$ cat config.mk
export PLATFORM = sky130hd
export DESIGN_NAME = mul8_seq_ctrl_flat
export DESIGN_NICKNAME = d
export VERILOG_FILES = /design/src/rtl/mul8_seq_ctrl_pkg.sv /design/src/rtl/mul8_seq_ctrl_if.sv /design/src/rtl/mul8_seq_ctrl_mul4.sv /design/src/rtl/mul8_seq_ctrl.sv /design/src/flat_wrapper.sv
export SDC_FILE = /design/constraint.sdc
export NUM_CORES = 1
export LEC_CHECK = 0
export CAP_MARGIN = 25
export CORE_MARGIN = 2
export CORE_UTILIZATION = 60
export CTS_BUF_LIST = sky130_fd_sc_hd__clkbuf_4
export DETAILED_ROUTE_END_ITERATION = 10
export DONT_BUFFER_PORTS = 1
export PLACE_DENSITY = 0.85
export RECOVER_POWER = 50
export SYNTH_ARGS = -nofsm -noshare
export SYNTH_HDL_FRONTEND = slang
export SYNTH_SLANG_ARGS = --single-unit
$ cat constraint.sdc
create_clock -name clk -period 15.65 [get_ports clk]
set_input_delay 3.13 -clock clk [delete_from_list [all_inputs] [get_ports clk]]
set_output_delay 3.13 -clock clk [all_outputs]
set_load 0.01 [all_outputs]
$ cat src/rtl/mul8_seq_ctrl_pkg.sv
// ----------------------------------------------------------------------------
// mul_pkg
//
// Purpose : Shared types and constants for the sequential nibble multiplier
//           (mul8_seq_ctrl) and its 4x4 core.
//
// Contents:
//   state_t     - controller states IDLE / CALC / DONE
//   NIB_W       - width of one operand slice handled by the multiplier core
//   nib_count   - number of NIB_W slices in a DW-bit operand
//   nib_cnt_w   - width of a slice index counter (minimum 1 bit)
// ----------------------------------------------------------------------------
package mul_pkg;

    typedef enum logic [1:0] {
        IDLE = 2'd0,
        CALC = 2'd1,
        DONE = 2'd2
    } state_t;

    localparam int NIB_W = 4;

    // Number of nibbles making up one operand.
    function automatic int nib_count(input int dw);
        return dw / NIB_W;
    endfunction

    // Index counters need to address nib_count slices, but a zero-width
    // counter is not legal, so a single nibble still gets one bit.
    function automatic int nib_cnt_w(input int dw);
        int n;
        n = dw / NIB_W;
        return (n > 1) ? $clog2(n) : 1;
    endfunction

endpackage

$ cat src/rtl/mul8_seq_ctrl_if.sv
// ----------------------------------------------------------------------------
// mul8_seq_ctrl_if
//
// Purpose : Operand and result handshake bundle of the sequential multiplier.
//
// Signals :
//   in_valid  - producer presents an operand pair
//   in_ready  - controller can take an operand pair
//   a, b      - DW-bit unsigned operands
//   out_valid - controller presents a product
//   out_ready - consumer takes the product
//   product   - 2*DW-bit product
//   busy      - an operation is in flight or waiting to be taken
//
// Modports:
//   master - the producer/consumer side driving operands and out_ready
//   slave  - the multiplier controller
// ----------------------------------------------------------------------------
interface mul8_seq_ctrl_if #(
    parameter int DW = 8
);

    logic            in_valid;
    logic            in_ready;
    logic [DW-1:0]   a;
    logic [DW-1:0]   b;
    logic            out_valid;
    logic            out_ready;
    logic [2*DW-1:0] product;
    logic            busy;

    modport master (
        output in_valid,
        output a,
        output b,
        output out_ready,
        input  in_ready,
        input  out_valid,
        input  product,
        input  busy
    );

    modport slave (
        input  in_valid,
        input  a,
        input  b,
        input  out_ready,
        output in_ready,
        output out_valid,
        output product,
        output busy
    );

endinterface

$ cat src/rtl/mul8_seq_ctrl_mul4.sv
// ----------------------------------------------------------------------------
// mul4_core
//
// Purpose : Purely combinational 4x4 unsigned multiplier built as a
//           shift-and-add of the four partial products of a by the bits of b.
//
// Ports   :
//   a [3:0] - multiplicand nibble
//   b [3:0] - multiplier nibble
//   p [7:0] - exact product a*b
// ----------------------------------------------------------------------------
module mul4_core
    import mul_pkg::*;
(
    input  logic [NIB_W-1:0]   a,
    input  logic [NIB_W-1:0]   b,
    output logic [2*NIB_W-1:0] p
);

    logic [2*NIB_W-1:0] a_ext;

    // Partial product k is a gated by b[k], shifted left by k. The sum of
    // four such terms never exceeds 15*15, so 8 bits hold it exactly.
    always_comb begin
        a_ext = {{NIB_W{1'b0}}, a};
        p     = '0;
        for (int k = 0; k < NIB_W; k++) begin
            if (b[k]) begin
                p = p + (a_ext << k);
            end
        end
    end

endmodule

$ cat src/rtl/mul8_seq_ctrl.sv
// ----------------------------------------------------------------------------
// mul8_seq_ctrl
//
// Purpose : Unsigned DW x DW multiplier that reuses one 4x4 combinational
//           core over (DW/4)^2 cycles. Operands are taken on a valid/ready
//           handshake, nibble partial products are shifted into a 2*DW
//           accumulator, and the result is offered on a second valid/ready
//           handshake.
//
// Ports   :
//   clk   - clock, rising edge
//   rst_n - asynchronous active-low reset
//   bus   - mul8_seq_ctrl_if.slave (in_valid/in_ready/a/b,
//           out_valid/out_ready/product, busy)
//
// Timing  : accept at edge e0, DONE entered at edge eK (K = (DW/4)^2),
//           earliest return to IDLE at eK+1, next accept at eK+2.
// ----------------------------------------------------------------------------
module mul8_seq_ctrl
    import mul_pkg::*;
#(
    parameter int DW = 8
)
(
    input  logic         clk,
    input  logic         rst_n,
    mul8_seq_ctrl_if.slave bus
);

    localparam int NW = nib_count(DW);
    localparam int CW = nib_cnt_w(DW);
    localparam int AW = 2 * DW;
    localparam logic [CW-1:0] LAST_IDX = CW'(NW - 1);

    state_t          state;
    state_t          state_next;

    logic [DW-1:0]   a_r;
    logic [DW-1:0]   b_r;
    logic [AW-1:0]   acc;
    logic [CW-1:0]   i;
    logic [CW-1:0]   j;

    logic            accept;
    logic            release_out;
    logic            last_step;

    logic [NIB_W-1:0]   a_nib;
    logic [NIB_W-1:0]   b_nib;
    logic [2*NIB_W-1:0] pp;
    logic [CW:0]        nib_sum;
    logic [CW+2:0]      shamt;
    logic [AW-1:0]      pp_ext;
    logic [AW-1:0]      pp_shifted;
    logic [AW-1:0]      acc_next;

    // Handshake qualifiers. in_ready/out_valid come straight from state,
    // so these are the only places inputs meet the state decode.
    assign accept      = (state == IDLE) && bus.in_valid;
    assign release_out = (state == DONE) && bus.out_ready;
    assign last_step   = (i == LAST_IDX) && (j == LAST_IDX);

    // Nibble selection from the latched operands for the current (i, j).
    always_comb begin
        a_nib = a_r[i*NIB_W +: NIB_W];
        b_nib = b_r[j*NIB_W +: NIB_W];
    end

    mul4_core u_core (
        .a (a_nib),
        .b (b_nib),
        .p (pp)
    );

    // Weight of partial product (i, j) is 2^(4*(i+j)); the extra bit on
    // nib_sum keeps i+j from wrapping before it is scaled by four.
    always_comb begin
        nib_sum    = {1'b0, i} + {1'b0, j};
        shamt      = {nib_sum, 2'b00};
        pp_ext     = AW'(pp);
        pp_shifted = pp_ext << shamt;
        acc_next   = acc + pp_shifted;
    end

    // State register.
    always_ff @(posedge clk or negedge rst_n) begin
        if (!rst_n) begin
            state <= IDLE;
        end else begin
            state <= state_next;
        end
    end

    // Next-state decode and handshake outputs. All outputs depend on the
    // registered state alone.
    always_comb begin
        state_next    = state;
        bus.in_ready  = 1'b0;
        bus.out_valid = 1'b0;
        bus.busy      = 1'b0;
        case (state)
            IDLE: begin
                bus.in_ready = 1'b1;
                if (bus.in_valid) begin
                    state_next = CALC;
                end
            end
            CALC: begin
                bus.busy = 1'b1;
                if (last_step) begin
                    state_next = DONE;
                end
            end
            DONE: begin
                bus.busy      = 1'b1;
                bus.out_valid = 1'b1;
                if (bus.out_ready) begin
                    state_next = IDLE;
                end
            end
            default: begin
                state_next = IDLE;
            end
        endcase
    end

    // Operand capture, accumulation and the nested (i outer, j inner)
    // slice counters. The accumulator is cleared only when a new pair is
    // taken, so the last product stays visible while idle.
    always_ff @(posedge clk or negedge rst_n) begin
        if (!rst_n) begin
            a_r <= '0;
            b_r <= '0;
            acc <= '0;
            i   <= '0;
            j   <= '0;
        end else begin
            if (accept) begin
                a_r <= bus.a;
                b_r <= bus.b;
                acc <= '0;
                i   <= '0;
                j   <= '0;
            end else if (state == CALC) begin
                acc <= acc_next;
                if (j == LAST_IDX) begin
                    j <= '0;
                    i <= (i == LAST_IDX) ? '0 : i + CW'(1);
                end else begin
                    j <= j + CW'(1);
                end
            end
        end
    end

    assign bus.product = acc;

    // release_out is kept as a named qualifier for readability of the
    // DONE exit; it is consumed here so it is not an orphan net.
    logic unused_release;
    assign unused_release = release_out;

endmodule

$ cat src/flat_wrapper.sv
// flat-port wrapper written by rule: the top's interface ports become plain ports
module mul8_seq_ctrl_flat import mul_pkg::*;
#(
    parameter int DW = 8
)
  (clk, rst_n, bus_in_valid, bus_a, bus_b, bus_out_ready, bus_in_ready, bus_out_valid, bus_product, bus_busy);
  mul8_seq_ctrl_if #(.DW(DW)) bus_i ();
  input  logic clk;
  input  logic rst_n;
  input wire logic [$bits(bus_i.in_valid)-1:0] bus_in_valid;
  input wire logic [$bits(bus_i.a)-1:0] bus_a;
  input wire logic [$bits(bus_i.b)-1:0] bus_b;
  input wire logic [$bits(bus_i.out_ready)-1:0] bus_out_ready;
  output wire logic [$bits(bus_i.in_ready)-1:0] bus_in_ready;
  output wire logic [$bits(bus_i.out_valid)-1:0] bus_out_valid;
  output wire logic [$bits(bus_i.product)-1:0] bus_product;
  output wire logic [$bits(bus_i.busy)-1:0] bus_busy;
  assign bus_i.in_valid = bus_in_valid;
  assign bus_i.a = bus_a;
  assign bus_i.b = bus_b;
  assign bus_i.out_ready = bus_out_ready;
  assign bus_in_ready = bus_i.in_ready;
  assign bus_out_valid = bus_i.out_valid;
  assign bus_product = bus_i.product;
  assign bus_busy = bus_i.busy;
  mul8_seq_ctrl #(.DW(DW)) u_core (.clk(clk), .rst_n(rst_n), .bus(bus_i));
endmodule
Word level (Yosys, flattened, before mapping)

Cells that the tools add are included.

Equality and inequality tests: 5
Shift-type cells: 3
Add/subtract/negate cells: 7
Reduce and logical (&&, ||, !) cells: 8
Muxes and demuxes: 20

Operators with widths:

| kind                                                                    | count |
|---|---|
| 16-bit two-way mux                                                      | 2 |
| 8-bit two-way mux                                                       | 3 |
| 16-bit adder                                                            | 1 |
| 8-bit by 4-bit indexed part select with 4-bit output                    | 2 |
| 8-bit by 4-bit << shifter with 16-bit output                            | 1 |
| 1-bit two-way mux                                                       | 10 |
| 8-bit by 5-bit adder with 8-bit output                                  | 1 |
| 8-bit by 6-bit adder with 8-bit output                                  | 1 |
| 8-bit by 7-bit adder with 8-bit output                                  | 1 |
| 2-bit two-way mux                                                       | 3 |
| 2-bit case mux with 3 select lines                                      | 1 |
| 4-bit two-way mux                                                       | 1 |
| 2-bit inequality test, second input constant                            | 2 |
| 2-bit nonzero test                                                      | 2 |
| 3-bit AND reduction                                                     | 1 |
| 1-bit adder, second input constant                                      | 2 |
| 1-bit by 1-bit adder with 2-bit output                                  | 1 |
| 2-bit by 1-bit equality test with 1-bit output, second input constant   | 1 |
| 2-bit equality test, second input constant                              | 1 |
| 1-bit logical AND                                                       | 2 |
| 2-bit zero test                                                         | 1 |
| 2-bit by 1-bit inequality test with 1-bit output, second input constant | 1 |
| 2-bit AND reduction                                                     | 1 |
| 2-bit OR reduction                                                      | 1 |

Register bits after elaboration: 36
Logic and storage cells: 49
Output and inout port bits: 19
Input bits: 20

Longest topological paths before layout

Gate-level depths: netlist (run 1).

Depth after elaboration: 12
Mapped depth: 32
Depth with buffers taken out: 29

Modules after synthesis

From an unflattened synthesis (run 1), not the netlist that was laid out.

Cell total of the unflattened synthesis: 345
Area total of the unflattened synthesis: 2999.1 um^2

By module, submodules not included:

| module        | cells each | area each (um^2) | times used |
|---|---|---|---|
| mul8_seq_ctrl | 276        | 2436.1           | 1 |
| mul4_core     | 69         | 563.0            | 1 |

Worst setup path after synthesis (run 1)

No wires, ideal clock.

Kind: flip-flop to flip-flop
Start: register u_core.i
End: register u_core.acc[15] (netlist: u_core.bus.product[15])
Arrival: 5.655 ns
Period minus slack after synthesis: 5.735 ns
Buffers on the path: 3
Setup slack: 9.915 ns
Stages on the path, launching flop included: 28
Required time: 15.571 ns
Path through: dfrtp_1 buf_6 mux2i_4 inv_2 buf_2 nand2_1 xnor2_1 ha_1 clkbuf_1 o21ai_0 a21oi_1 ha_1 a2111o_1 mux2i_1 nor2_1 ha_1 or3b_2 a21oi_1 nor4_4 nor3b_1 ha_1 and3_1 a31oi_1 a21oi_1 a31oi_1 o211ai_1 mux2i_1 mux2i_1

Word-level cells in the longest chain between the ends: 12
Elaborated cells between the ends (all ways): 13

Ends and longest elaborated chain:

| what                                                 | line                     | text |
|---|---|---|
| start, declared                                      | mul8_seq_ctrl.sv:41      | `logic [CW-1:0] i;` |
| start signal, assigned                               | mul8_seq_ctrl.sv:148     | `i <= (i == LAST_IDX) ? '0 : i + CW'(1);` |
| 8-bit by 4-bit indexed part select with 4-bit output | mul8_seq_ctrl.sv:65      | `a_nib = a_r[i*NIB_W +: NIB_W];` |
| 4-bit two-way mux                                    | mul8_seq_ctrl_mul4.sv:28 | `if (b[k]) begin` |
| 8-bit by 5-bit adder with 8-bit output               | mul8_seq_ctrl_mul4.sv:29 | `p = p + (a_ext << k);` |
| 8-bit two-way mux                                    | mul8_seq_ctrl_mul4.sv:28 |  |
| 8-bit by 6-bit adder with 8-bit output               | mul8_seq_ctrl_mul4.sv:29 |  |
| 8-bit two-way mux                                    | mul8_seq_ctrl_mul4.sv:28 |  |
| 8-bit by 7-bit adder with 8-bit output               | mul8_seq_ctrl_mul4.sv:29 |  |
| 8-bit two-way mux                                    | mul8_seq_ctrl_mul4.sv:28 |  |
| 8-bit by 4-bit << shifter with 16-bit output (*)     | mul8_seq_ctrl.sv:81      | `pp_shifted = pp_ext << shamt;` |
| 16-bit adder (*)                                     | mul8_seq_ctrl.sv:82      | `acc_next = acc + pp_shifted;` |
| 16-bit two-way mux (*)                               | mul8_seq_ctrl.sv:144     | `end else if (state == CALC) begin` |
| 16-bit two-way mux (*)                               | mul8_seq_ctrl.sv:138     | `if (accept) begin` |
| end signal, assigned                                 | mul8_seq_ctrl.sv:145     | `acc <= acc_next;` |
| end, declared                                        | mul8_seq_ctrl.sv:40      | `logic [AW-1:0] acc;` |

Mark *: on every way between the ends. The rest lies on a longest branch, timed or not. The select of a mux whose other input is x is not followed.
A chain may end at the register's enable or synchronous reset.

Worst setup path in the final report (run 1)

Same ends and word-level chain as after synthesis.

==> flow_metrics.py, run 1 <==
metrics = {
    "synth": {
        "synth.cell_area_mm2": 0.003287,
        "postSynthNetCount": 456,
        "number_of_enable_flip_flop_cells_after_synthesis": 0,
        "synthesized_instance_count": 406,
        "synth-seq-area-share": 0.2741,
        "yosysMostFrequentCell": "sky130_fd_sc_hd__nand2_1",
        "synth_flop_cell": "sky130_fd_sc_hd__dfrtp_1",
        "synth.cells.most_frequent": "72 x sky130_fd_sc_hd__nand2_1, 36 x sky130_fd_sc_hd__dfrtp_1, 34 x sky130_fd_sc_hd__nor2_1, 31 x sky130_fd_sc_hd__a21oi_1, 29 x sky130_fd_sc_hd__ha_1",
        "async_flop_share": 1.000,
        "post-synth-top-area-cell": "sky130_fd_sc_hd__dfrtp_1",
        "post_synth_main_area_contributors": "sky130_fd_sc_hd__dfrtp_1 27%, sky130_fd_sc_hd__ha_1 11%, sky130_fd_sc_hd__nand2_1 8.2%",
        "synthesis.yosys.warnings": 0,
        "synth-seq-cells": 36,
        "yosysUniqueCellTypes": 59,
        "synth.top_cell.area_share": 0.2741,
        "synthesis.area_per_instance_um2": 8.096,
    },
    "clocking": {
        "cts_resized": 0,
        "holdBufCountCts": 0,
        "cts.htree.levels": 2,
        "cts.reportedPaths.clkPinSlew_ns": 0.12,
        "cts_made_buffers": 5,
        "clockBufferDepth": 2,
        "clk_latency_ns": 0.35,
        "cts_post_setup_buffers_inserted": 0,
        "clkSinkCount": 36,
        "cts_tree": "done",
        "root_buffer": "sky130_fd_sc_hd__clkbuf_4",
    },
    "grt": {
        "grt_start_max_net_pins": 37,
        "first_global_vias": 2829,
        "grtUsageTotal": 0.2680,
        "grt_pass1_wl_um": 13100,
        "global_route.overflow_total": 0,
        "grt_antenna_before_repair": 0,
    },
    "critical_path": {
        "cpMaxStageDelayCell": "sky130_fd_sc_hd__mux2i_1",
        "crit_path_start_kind": "flop",
        "startpoint": "u_core.i",
        "setup.worst_path.class": "flop to flop",
        "required_ns": 15.93,
        "crit-reg2reg-launch": "u_core.i",
        "setup.worst_path.end_class": "flop",
        "critical_path.max_fanout": 12,
        "path_delay_family": "compound AO/OA/AOI/OAI gates",
        "cpPeakStageDelay_ns": 0.64,
        "worstPathArrival_ns": 6.84,
        "critical_path.n_buffers_inverters": 1,
    },
    "die": {
        "die_area_mm2": 0.006086,
        "fp-row-count": 26,
        "initial_utilization": 0.6315,
        "fp.dieH_um": 78.02,
        "io_pins": 39,
        "core_area_mm2": 0.005205,
        "die_w_um": 78.02,
    },
    "timing": {
        "max_slew_margin": 0.3047,
        "worst_margin_pin_slew_ns": 1.043,
        "min_period_ns": 6.562,
        "grt_setup_unrepaired": "no",
        "timing.final.crit_share": 0.4193,
        "fmax_mhz": 152.4,
        "final_setup_viols": 0,
        "skew_ns": 0.01032,
        "setup_total_negative_slack_ns": 0,
        "final-hold-violation-count": 0,
        "timing.final.max_slew_violations": 0,
    },
    "placed_design": {
        "place_congestion": 0.9478,
        "io_buffer_count": 0,
        "place_hpwl_um": 5651,
    },
    "routing": {
        "average_wire_length_per_cell_after_detail_routing_um": 15.97,
        "drc": 0,
        "drt-total-wl_um": 7476,
        "drt_pass1_iterations": 5,
        "ant_nets": 0,
        "vias_cell": 6.160,
        "drt_first_iter_violations": 218,
        "vias": 2883,
    },
    "finish": {
        "areaGrowthSynthToFinish_pct": 3.464,
        "final_nets": 447,
        "antenna_cells_inserted": 0,
        "drive_gt1_frac": 0.07035,
        "filler_cell_count": 455,
    },
    "run_status": {
        "outcome": "finished clean",
    },
    "hold_path": {
        "timing.hold.worst.class": "flop to flop",
        "holdCritStartpoint": "u_core.a_r[4]",
    },
    "flow_run": {
        "maxCapViolCount": 0,
    },
}
[tightest hold or removal path, delay by kind of cell (launching register included)]
kind,cells,cell delay (ns)
DFF,1,0.36
and+or+nand+nor,2,0.10
[per-stage QoR]
stage	setup slack (ns)	instance area, um^2	std cells	utilization	hold WS [ns]
floorplan	9.915	3287	406	-	0.4401
global placement	9.291	3278	457	0.6298	0.4594
detailed placement	9.218	3306	458	0.6351	0.4632
CTS	9.189	3390	466	0.6512	0.4938
global route	8.629	3401	468	0.6534	0.5262
finish	9.088	3401	468	0.6534	0.4917
[cells by family after synthesis]
| kind of cell | count (synthesis) | synth area share |
|---|---|---|
| and+or+nand+nor | 165 | 0.2314 |
| AOI/OAI and AO/OA | 94 | 0.1797 |
| DFF | 36 | 0.2741 |
| buffers and inverters | 34 | 0.04644 |
| adders and majority gates | 31 | 0.1199 |
| muxes | 30 | 0.1058 |
| xor gates and xnor gates | 16 | 0.04264 |
[cell usage in the layout (no fill, tap or decap), drive strengths merged, types with 4 or more instances in the layout]
master	count
mux2	6
nand3	7
nand2b	4
nor2	34
dfrtp	36
xnor2	13
nor3b	6
and3	4
ha	29
a211oi	4
a31oi	5
mux2i	24
nor3	20
nand2	73
a21o	5
clkbuf	6
o21ai	19
o22ai	5
inv	16
a21oi	32
[routing by layer]
layer	vias up	GRT usage	wire length, um
li1	1433	-	-
met1	1352	0.3562	3395
met2	89	0.4422	3569
met3	9	0.05057	413
met4	0	0.08772	98
met5	-	0	0
[path summary, 6_finish.rpt]
check | end | slack, ns | depth (start not counted)
setup / recovery | u_core.bus.product[15] | 9.09 | 26
hold / removal | u_core.a_r[4] | 0.49 | 2
setup reg to reg | u_core.bus.product[15] | 9.09 | 26
hold reg to reg | u_core.a_r[4] | 0.49 | 2
max in group asynchronous | u_core.b_r[7] | 13.11 | 0
min in group asynchronous | u_core.j | 2.45 | 0
[cell type report]
class | count | area [um^2] | area share
clock inverters | 3 | 46.29 | 0.01361
inverters | 15 | 56.30 | 0.01656
clock buffers | 5 | 37.54 | 0.01104
well taps | 70 | 87.58 | 0.02575
repair buffers | 3 | 38.79 | 0.01141
multi-input cells | 336 | 2233 | 0.6567
flip-flops and latches | 36 | 900.9 | 0.2649
[state kept, by name, summed over array words and instances (netlist names)]
register and cells:
u_core.i 1, u_core.bus.product 16, u_core.state 2, u_core.b_r 8, u_core.j 1, u_core.a_r 8
Power of run 1 is not shown: default switching activity piles up to over one toggle a cycle in this logic, so the estimate is an artifact.
==> run 2: changes to the inputs <==
--- a/config.mk
+++ b/config.mk
@@ -11,7 +11,7 @@
 export CTS_BUF_LIST = sky130_fd_sc_hd__clkbuf_4
 export DETAILED_ROUTE_END_ITERATION = 10
 export DONT_BUFFER_PORTS = 1
-export PLACE_DENSITY = 0.85
+export PLACE_DENSITY = 0.88
 export RECOVER_POWER = 50
 export SYNTH_ARGS = -nofsm -noshare
 export SYNTH_HDL_FRONTEND = slang
==> constraint.sdc (replaced) <==
create_clock -name clk -period 5.8 [get_ports clk]
set_input_delay 1.16 -clock clk [delete_from_list [all_inputs] [get_ports clk]]
set_output_delay 1.16 -clock clk [all_outputs]
set_load 0.01 [all_outputs]
==> flow_metrics.py, run 2 (synthesis results as in run 1) <==
metrics = {
    "grt": {
        "global_route.overflow_total": 0,
        "grtUsageTotal": 0.2703,
        "first_global_vias": 2986,
        "grt_pass1_wl_um": 13460,
        "grt_start_max_net_pins": 37,
        "grt_antenna_before_repair": 0,
    },
    "die": {
        "fp-row-count": 26,
        "io_pins": 39,
        "die_w_um": 78.02,
        "die_area_mm2": 0.006086,
        "fp.dieH_um": 78.02,
        "initial_utilization": 0.6315,
        "core_area_mm2": 0.005205,
    },
    "placed_design": {
        "io_buffer_count": 0,
        "place_hpwl_um": 6002,
        "placed_cells": 474,
        "pre_cts_slack_ns": -0.1656,
        "place_congestion": 0.9959,
    },
    "critical_path": {
        "regToRegSetupSlack_ns": 0.13,
        "reg_to_reg_critical_path_endpoint": "u_core.bus.product[15]",
        "setup.worst_path.end_class": "flop",
        "required_ns": 6.08,
        "crit_path_start_kind": "flop",
        "crit-reg2reg-launch": "u_core.i",
        "setup.worst_path.class": "flop to flop",
        "worstPathArrival_ns": 5.95,
        "critical_path.max_fanout": 6,
        "worst-r2r-cell-count": 24,
    },
    "timing": {
        "fmax_mhz": 176.3,
        "timing.final.max_slew_violations": 0,
        "final_setup_viols": 0,
        "max_slew_margin": 0.2158,
        "min_period_ns": 5.671,
        "worst_margin_pin_slew_ns": 1.176,
        "final-hold-violation-count": 0,
        "setup_ws_ns": 0.1294,
        "timing.final.crit_share": 0.9777,
        "skew_ns": 0.01123,
    },
    "flow_run": {
        "maxCapViolCount": 0,
    },
    "clocking": {
        "cts_tree": "done",
        "cts_made_buffers": 5,
        "clk_latency_ns": 0.36,
        "root_buffer": "sky130_fd_sc_hd__clkbuf_4",
        "cts.htree.levels": 2,
        "clkSinkCount": 36,
        "clockBufferDepth": 2,
        "cts.reportedPaths.clkPinSlew_ns": 0.13,
    },
    "routing": {
        "ant_nets": 0,
        "drc": 0,
        "drt_pass1_iterations": 6,
        "average_wire_length_per_cell_after_detail_routing_um": 18.79,
        "vias_cell": 6.739,
        "vias": 3329,
        "drt_first_iter_violations": 441,
        "drt-total-wl_um": 9284,
    },
    "run_status": {
        "outcome": "finished clean",
    },
    "finish": {
        "drive_gt1_frac": 0.1792,
        "areaGrowthSynthToFinish_pct": 11.15,
        "utilization": 0.7019,
        "antenna_cells_inserted": 0,
        "final_cell_mix": "72 x sky130_fd_sc_hd__nand2_1, 34 x sky130_fd_sc_hd__dfrtp_1, 33 x sky130_fd_sc_hd__nor2_1",
        "final_nets": 473,
        "mostFrequentLayoutCell": "sky130_fd_sc_hd__nand2_1",
        "largest_register_ffs": 16,
        "stdcell_count": 494,
    },
    "hold_path": {
        "timing.hold.worst.class": "input pin to async pin",
    },
}
run 2: cell types whose count changed in the layout (fill, tap and decap cells not counted), moves of 3 or more:
| cell | delta |
|---|---|
| sky130_fd_sc_hd__ha_2 | +3 |
| sky130_fd_sc_hd__nor3_2 | +4 |
| sky130_fd_sc_hd__nor3_1 | -4 |
| sky130_fd_sc_hd__ha_1 | -3 |
| sky130_fd_sc_hd__mux2i_2 | +3 |
| sky130_fd_sc_hd__buf_4 | +26 |
| sky130_fd_sc_hd__mux2i_1 | -3 |
run 2: how the worst max path moves through the flow:
stage,from,to,slack (ns)
6_report,u_core.i,u_core.bus.product[15],0.13
5_1_grt,u_core.i,u_core.bus.product[15],-0.13
4_1_cts,u_core.i,u_core.bus.product[15],0.009
3_5_place_dp,u_core.i,u_core.bus.product[15],-0.17
3_3_place_gp,u_core.i,u_core.bus.product[15],0.13
2_1_floorplan,u_core.i,u_core.bus.product[15],0.07
run 2: critical path, cell delays in order (launching register included):
cell	delay (ns)
sky130_fd_sc_hd__dfrtp_2	0.51
sky130_fd_sc_hd__buf_4	0.16
sky130_fd_sc_hd__mux2_4	0.30
sky130_fd_sc_hd__xnor2_1	0.17
sky130_fd_sc_hd__ha_2	0.26
sky130_fd_sc_hd__clkbuf_2	0.18
sky130_fd_sc_hd__buf_4	0.15
sky130_fd_sc_hd__a21oi_1	0.07
sky130_fd_sc_hd__o21a_1	0.21
sky130_fd_sc_hd__a2111o_1	0.43
sky130_fd_sc_hd__mux2i_2	0.20
sky130_fd_sc_hd__nor2_1	0.09
sky130_fd_sc_hd__ha_1	0.35
sky130_fd_sc_hd__buf_4	0.16
sky130_fd_sc_hd__xnor2_1	0.21
sky130_fd_sc_hd__o21ai_2	0.12
sky130_fd_sc_hd__o22ai_1	0.28
sky130_fd_sc_hd__ha_1	0.37
sky130_fd_sc_hd__or2_2	0.32
sky130_fd_sc_hd__a21oi_1	0.20
sky130_fd_sc_hd__a21oi_2	0.07
sky130_fd_sc_hd__a31oi_2	0.24
sky130_fd_sc_hd__o211ai_1	0.13
sky130_fd_sc_hd__mux2i_1	0.18
sky130_fd_sc_hd__mux2i_1	0.20
run 2: metrics by stage:
step / TNS [ns] / hold slack, ns / instance area [um^2]
3_5_place_dp: -0.1997 / 0.4653 / 3406
3_3_place_gp: 0 / 0.4605 / 3406
6_report: 0 / 0.4725 / 3654
2_1_floorplan: 0 / 0.4401 / 3287
5_1_grt: -0.2884 / 0.4654 / 3654
4_1_cts: 0 / 0.4755 / 3481
run 2: layout make-up:
type	count	area [um^2]
Multi-Input combinational cell	336	2333
Fill cell	369	1551
Sequential cell	36	903.4
Timing Repair Buffer	29	211.5
Tap cell	70	87.58
Inverter	15	56.30
Clock buffer	5	37.54
Clock inverter	3	23.77
run 2: what timing repair did:
item | in CTS | in global routing
buffers inserted | 0 | 11
gates resized for setup | 3 | 24
endpoints found under the setup margin | 3 | 8
pin swaps | 0 | 12
hold buffers | 0 | 0
run 2: per-layer routing:
layer / global-route usage / vias to the layer above / share of wire
met5: 0 / - / 0
met2: 0.4560 / 218 / 0.48
met3: 0.03218 / 50 / 0.076
li1: - / 1480 / -
met1: 0.3558 / 1581 / 0.40
met4: 0.1053 / 0 / 0.044
Power of run 2 is left out for the same reason.
==> run 3: changes to the inputs <==
--- a/config.mk
+++ b/config.mk
@@ -11,6 +11,7 @@
 export CTS_BUF_LIST = sky130_fd_sc_hd__clkbuf_4
 export DETAILED_ROUTE_END_ITERATION = 10
 export DONT_BUFFER_PORTS = 1
+export MAX_ROUTING_LAYER = met4
 export PLACE_DENSITY = 0.88
 export RECOVER_POWER = 50
 export SYNTH_ARGS = -nofsm -noshare
==> flow_metrics.py, run 3 (synthesis results as in run 1) <==
metrics = {
    "clocking": {
        "cts.reportedPaths.clkPinSlew_ns": 0.13,
        "cts.htree.levels": 2,
        "clkSinkCount": 36,
        "root_buffer": "sky130_fd_sc_hd__clkbuf_4",
        "cts_made_buffers": 5,
        "cts_tree": "done",
        "clockBufferDepth": 2,
        "clk_latency_ns": 0.37,
    },
    "timing": {
        "final-hold-violation-count": 0,
        "skew_ns": 0.01153,
        "final_setup_viols": 0,
        "setup_total_negative_slack_ns": 0,
        "max_slew_margin": 0.5006,
        "fmax_mhz": 178.6,
        "min_period_ns": 5.598,
        "worst_margin_pin_slew_ns": 0.7282,
        "timing.final.max_slew_violations": 0,
        "grt_setup_unrepaired": "yes",
        "timing.final.crit_share": 0.9652,
        "setup_ws_ns": 0.2021,
    },
    "grt": {
        "grt_start_max_net_pins": 37,
        "first_global_vias": 2930,
        "grtUsageTotal": 0.2813,
        "grt_pass1_wl_um": 13370,
        "grt_antenna_before_repair": 0,
        "global_route.overflow_total": 0,
    },
    "critical_path": {
        "setup.worst_path.class": "flop to flop",
        "reg_to_reg_critical_path_endpoint": "u_core.bus.product[15]",
        "regToRegSetupSlack_ns": 0.20,
        "crit-reg2reg-launch": "u_core.i",
        "worstPathArrival_ns": 5.91,
        "required_ns": 6.11,
        "critical_path.max_fanout": 6,
        "crit_path_start_kind": "flop",
        "worst-r2r-cell-count": 24,
        "setup.worst_path.end_class": "flop",
    },
    "hold_path": {
        "timing.hold.worst.class": "input pin to async pin",
    },
    "placed_design": {
        "place_hpwl_um": 5900,
        "io_buffer_count": 0,
        "pre_cts_slack_ns": -0.03385,
        "detailed_place.area_mm2": 0.003406,
        "place_congestion": 1.053,
    },
    "die": {
        "die_w_um": 78.02,
        "core_area_mm2": 0.005205,
        "fp-row-count": 26,
        "initial_utilization": 0.6315,
        "fp.dieH_um": 78.02,
        "io_pins": 39,
        "die_area_mm2": 0.006086,
    },
    "routing": {
        "drt-total-wl_um": 8115,
        "average_wire_length_per_cell_after_detail_routing_um": 16.66,
        "vias_cell": 6.331,
        "drc": 0,
        "drt_first_iter_violations": 250,
        "drt_pass1_iterations": 5,
        "vias": 3083,
        "ant_nets": 0,
    },
    "finish": {
        "largest_register_ffs": 16,
        "drive_gt1_frac": 0.1535,
        "mostFrequentLayoutCell": "sky130_fd_sc_hd__nand2_1",
        "antenna_cells_inserted": 0,
        "areaGrowthSynthToFinish_pct": 9.250,
        "final_cell_area_mm2": 0.003591,
        "final_nets": 466,
        "final_cell_mix": "72 x sky130_fd_sc_hd__nand2_1, 35 x sky130_fd_sc_hd__dfrtp_1, 33 x sky130_fd_sc_hd__nor2_1",
    },
    "run_status": {
        "outcome": "finished clean",
    },
    "flow_run": {
        "maxCapViolCount": 0,
    },
}
==> run 3: worst max-delay path, stage by stage, from the launching register on <==
cell                       delay, ns
sky130_fd_sc_hd__dfrtp_2        0.50
sky130_fd_sc_hd__buf_4          0.17
sky130_fd_sc_hd__mux2_4         0.30
sky130_fd_sc_hd__xnor2_1        0.16
sky130_fd_sc_hd__ha_2           0.25
sky130_fd_sc_hd__clkbuf_2       0.16
sky130_fd_sc_hd__buf_4          0.14
sky130_fd_sc_hd__a21oi_1        0.08
sky130_fd_sc_hd__o21a_1         0.23
sky130_fd_sc_hd__a2111o_1       0.43
sky130_fd_sc_hd__mux2i_1        0.23
sky130_fd_sc_hd__nor2_1         0.09
sky130_fd_sc_hd__ha_1           0.33
sky130_fd_sc_hd__or3b_2         0.51
sky130_fd_sc_hd__a21oi_4        0.17
sky130_fd_sc_hd__nor4_4         0.07
sky130_fd_sc_hd__nor3b_2        0.18
sky130_fd_sc_hd__ha_1           0.27
sky130_fd_sc_hd__and3_1         0.20
sky130_fd_sc_hd__a31oi_2        0.22
sky130_fd_sc_hd__a21oi_2        0.11
sky130_fd_sc_hd__a31oi_4        0.23
sky130_fd_sc_hd__o211ai_1       0.12
sky130_fd_sc_hd__mux2i_1        0.18
sky130_fd_sc_hd__mux2i_1        0.20
==> run 3: layout make-up <==
cell class / count / area (um^2)
multi-input combinational: 336 / 2325
fill: 393 / 1614
sequential: 36 / 902.1
timing repair buffer: 22 / 158.9
tap: 70 / 87.58
inverter: 15 / 56.30
clock buffer: 5 / 37.54
clock inverter: 3 / 23.77
==> run 3: how the worst max path moves through the flow <==
| stage | from | endpoint | cells past startpoint |
|---|---|---|---|
| 2_1_floorplan | u_core.i | u_core.bus.product[15] | 27 |
| 3_3_place_gp | u_core.i | u_core.bus.product[15] | 23 |
| 3_5_place_dp | u_core.i | u_core.bus.product[15] | 23 |
| 4_1_cts | u_core.i | u_core.bus.product[15] | 24 |
| 5_1_grt | u_core.i | u_core.bus.product[15] | 28 |
| 6_report | u_core.i | u_core.bus.product[15] | 24 |
==> run 3: through the flow <==
stage / instances / hold WS (ns) / util
finish: 487 / 0.4617 / 0.6899
global route: 487 / 0.4426 / 0.6899
CTS: 482 / 0.4625 / 0.6675
detailed placement: 474 / 0.4724 / 0.6543
global placement: 474 / 0.4602 / 0.6543
floorplan: 406 / 0.4401 / -
==> run 3: metal layers <==
layer	routed length (um)	vias to the layer above	track usage
li1	-	1474	-
met1	3459	1465	0.3469
met2	4015	124	0.4586
met3	442	20	0.04828
met4	197	0	0.1211
met5	0	-	-
==> run 3: what timing repair did <==
item,CTS,global route
hold buffers,0,0
buffers inserted,0,4
setup endpoints to repair,1,4
pin swaps,0,3
gates resized for setup,2,20
Power of run 3 is left out for the same reason.
==> RTL change 1 (config.mk and constraints of run 1) <==
Set the package constant `NIB_W` to 3 (it was 4).
--- a/src/rtl/mul8_seq_ctrl_pkg.sv
+++ b/src/rtl/mul8_seq_ctrl_pkg.sv
@@ -18,7 +18,7 @@
         DONE = 2'd2
     } state_t;
 
-    localparam int NIB_W = 4;
+    localparam int NIB_W = 3;
 
     // Number of nibbles making up one operand.
     function automatic int nib_count(input int dw);
Function: changed (a bounded check fails within 4 cycles, from zero or initial values and one cycle with rst_n low).
==> RTL change 1 against run 1 <==
  * Synthesized area fell by 22%
  * Cell count fell by 26%
  * Wire length down 29%
  * Final area is 23% lower
  * Setup slack improved by 1.1 ns
  * Non-clock buffer count shrank 2
  * Sequential cell count shrank 4
  * Critical path type unchanged
==> RTL change 1: results (changes against run 1) <==
Status: finished clean
Cells after Synth: 297 (-27%)
Top cells by area, synth: dfrtp_1, ha_1, nand2_1
Met2 Track Usage GR: 38.7% (-5.5 points)
Tightest Pin Transition: 1.34 ns (+0.296 ns)
Post-synthesis mux area share: 6.94% (-3.6 points)
Largest net degree at the start of global routing: 33 (-11%)
Post-Synth XOR/XNOR Area: 3.77% (-0.50 points)
Fin cells: 344 (-26%)
GP Congestion: 0.854 (-9.9%)
Met2 wire len: 2560 µm (-28%)
Post-Route M1 WL: 2370 µm (-30%)
Post-synth top cells: nand2_1, dfrtp_1, nor2_1, ha_1, a21oi_1
Number of global-route vias before repair: 2000 (-29%)
Placed instance area: 0.00253 mm² (-24%)
Gr usage total: 23.1% (-3.7 points)
F_max: 185 MHz (+21%)
Layout Skew: 0.0103 ns (-0.0000478 ns)
Register area share after synthesis: 31.3% (+3.9 points)
Met3 usage: 4.80% (-0.26 points)
Synth Area in Compound Gates: 17.2% (-0.80 points)
Global-route wire length before repair: 9120 µm (-30%)
Met3 wire length: 350 µm (-15%)
Crit path DAT: 5.68 ns (-1.16 ns)
CP max FO: 5 (-7)
Yosys cell types: 48 (-19%)
DR pass1 iterations: 4 (-1)
Routed WL per cell: 15.5 µm (-2.9%)
Adder-cell share of the synthesized area: 14.6% (+2.6 points)
M1 GR Usage: 30.4% (-5.2 points)
## RTL change 1: cell count changes after synthesis, moves of 6 or more
cell | before | now
xnor2_1 | 13 | 7
a21oi_1 | 31 | 20
nand2_1 | 72 | 50
clkbuf_1 | 13 | 6
nor3b_1 | 6 | 0
nor3_1 | 20 | 9
mux2i_1 | 21 | 11
## RTL change 1: worst paths after layout
| kind | to | start |
|---|---|---|
| worst max-delay path | u_core.bus.product[12] | u_core.i |
| worst min-delay path | u_core.a_r[4] | u_core.a_r[4] |
| min in group asynchronous | u_core.bus.product[8] | rst_n |
| worst max register to register | u_core.bus.product[12] | u_core.i |
| max in group asynchronous | u_core.bus.product[15] | rst_n |
| worst min register to register | u_core.a_r[4] | u_core.a_r[4] |
## RTL change 1: final cells by class
type / count / area, µm²
Clock buffer: 5 / 37.5
Timing Repair Buffer: 1 / 15.0
Fill cell: 348 / 1430
Clock inverter: 3 / 42.5
Multi-Input combinational cell: 236 / 1600
Inverter: 17 / 63.8
Sequential cell: 32 / 801
Tap cell: 50 / 62.6
==> RTL change 2 (flow settings as in run 1) <==
Without the edit above. Encoding of `state_t`: now one-hot (3 bits for 3 states).
--- a/src/rtl/mul8_seq_ctrl_pkg.sv
+++ b/src/rtl/mul8_seq_ctrl_pkg.sv
@@ -12,10 +12,10 @@
 // ----------------------------------------------------------------------------
 package mul_pkg;
 
-    typedef enum logic [1:0] {
-        IDLE = 2'd0,
-        CALC = 2'd1,
-        DONE = 2'd2
+    typedef enum logic [2:0] {
+        IDLE = 3'b001,
+        CALC = 3'b010,
+        DONE = 3'b100
     } state_t;
 
     localparam int NIB_W = 4;
Behaviour: no difference found for any inputs over 4 cycles, from zero or initial values and one cycle with rst_n low; so few cycles prove little.
==> RTL change 2 against run 1 <==
  * Wire length is 11% lower
  * Sequential cell count is 1 higher
  * Maximum frequency is 4.9% lower
  * Global-route usage is 1.2 points lower
  * Synthesized area is 7.0% lower
  * Setup slack worse by 0.34 ns
  * Final area is 7.5% lower
  * Die area is 6.6% lower
  * Core utilization hardly changed
  * Non-clock buffer count is 2 lower
  * Count of clock-buffer cells in the layout is 2 higher
  * Critical endpoint unchanged
  * Largest cell class unchanged
==> RTL change 2: results (changes against run 1) <==
Status: finished clean
Register area share after synthesis: 30.3% (+2.9 points)
Pins Over Slew Limit: 0 (unchanged)
Fin cells: 424 (-9.4%)
Antenna violations before repair: 0 (unchanged)
Setup crit start: u_core.i
Largest net degree at the start of global routing: 38 (+2.7%)
Yosys cell types: 57 (-3.4%)
Tightest Pin Transition: 0.954 ns (-0.0891 ns)
Clk_lat worst skew: 0.37 ns (+0.02 ns)
DRT iter0 DRCs: 223 (+2.3%)
Worst Hold Class: register to register
Diodes inserted: 0 (unchanged)
Post-CTS Resized: 0 (unchanged)
Net Count, Synth: 407 (-11%)
Share of cells above drive strength 1: 9.80% (+2.8 points)
Crit path largest cell delay: 0.66 ns (+0.02 ns)
CP max stage cell: dfrtp_1
Nets: 403 (-9.8%)
Reg-to-Reg End: u_core.bus.product[15]
Average instance area after synthesis: 8.49 µm² (+4.9%)
CP endpoint kind: register
DR pass1 iterations: 4 (-1)
Crit path DAT: 7.20 ns (+0.36 ns)
Top cells by area, synth: dfrtp_1, ha_1, nand2_1
Gr usage total: 25.6% (-1.2 points)
Fillers: 421 (-7.5%)
Post-DP HPWL: 4970 µm (-12%)
Reg2Reg Depth: 27 (+3.8%)
R2R setup slack: 8.75 ns (-0.34 ns)
CTS clk-pin slew, worst paths: 0.13 ns
Clock Path Buffers: 2 (unchanged)
Layout Skew: 0.0163 ns (+0.00601 ns)
Avg Vias per Cell: 6.17 (+0.16%)
Asr flop ratio synth: 100% (unchanged)
Number of flip-flops under the largest register name: 16 (unchanged)
Global-route wire length before repair: 11300 µm (-14%)
Post-synth top cells: nand2_1, dfrtp_1, ha_1, nor2_1, a21oi_1
CTS Root Cell: clkbuf_4
Number of global-route vias before repair: 2399 (-15%)
I/O Buffers: 0 (unchanged)
GP Congestion: 0.902 (-4.9%)
CP max FO: 9 (-3)
Total Wirelength: 6650 µm (-11%)
==> RTL change 2: worst min-delay path, delay by kind of cell, from the launching register on <==
kind	cells	cell delay [ns]
DFF	1	0.36
and+or+nand+nor	2	0.10
==> RTL change 2: routing by layer <==
| layer | track usage (%) | part of all wire (%) |
|---|---|---|
| met5 | 0 | 0 |
| met4 | 6.63 | 1.4 |
| met3 | 5.16 | 5.6 |
| met2 | 39.5 | 45 |
| met1 | 37.0 | 48 |
==> RTL change 2: worst min path at each step <==
stage               cells past startpoint          start       endpoint
finish                                  2  u_core.a_r[4]  u_core.a_r[4]
detailed placement                      2  u_core.a_r[0]  u_core.a_r[0]
CTS                                     2  u_core.a_r[0]  u_core.a_r[0]
floorplan                               2  u_core.a_r[4]  u_core.a_r[4]
global route                            2  u_core.a_r[4]  u_core.a_r[4]
global placement                        2  u_core.a_r[0]  u_core.a_r[0]
==> RTL change 2: power by group <==
group	switching, mW	internal [mW]
registers	0.0465	0.131
logic	0.321	0.214
clock network	0.0338	0.0208
total	0.401	0.366
==> RTL change 2: final cells by class <==
type                    instances  area share [%]
flip-flops and latches         37            29.5
clock buffers                   7            1.67
multi-input cells             299            64.3
well taps                      67            2.67
repair buffers                  1           0.239
clock inverters                 1           0.119
inverters                      12            1.51
==> RTL change 2: cells by family after synthesis <==
kind of cell | synth area share [%]
multiplexers | 7.86
XOR/XNOR | 5.44
AND/OR/NAND/NOR | 20.5
flip-flops | 30.3
adder cells (fa/ha/maj) | 11.6
AO/OA/AOI/OAI | 20.7
buffers and inverters | 3.52
==> RTL change 2: through the flow <==
stage | instance area, µm² | setup WS, ns | hold WS, ns | power, mW
floorplan | 3060 | 9.75 | 0.440 | 0.604
global placement | 3090 | 9.00 | 0.463 | 0.686
detailed placement | 3090 | 8.85 | 0.459 | 0.700
CTS | 3150 | 8.78 | 0.490 | 0.758
global route | 3150 | 8.18 | 0.535 | 0.838
finish | 3150 | 8.75 | 0.485 | 0.768
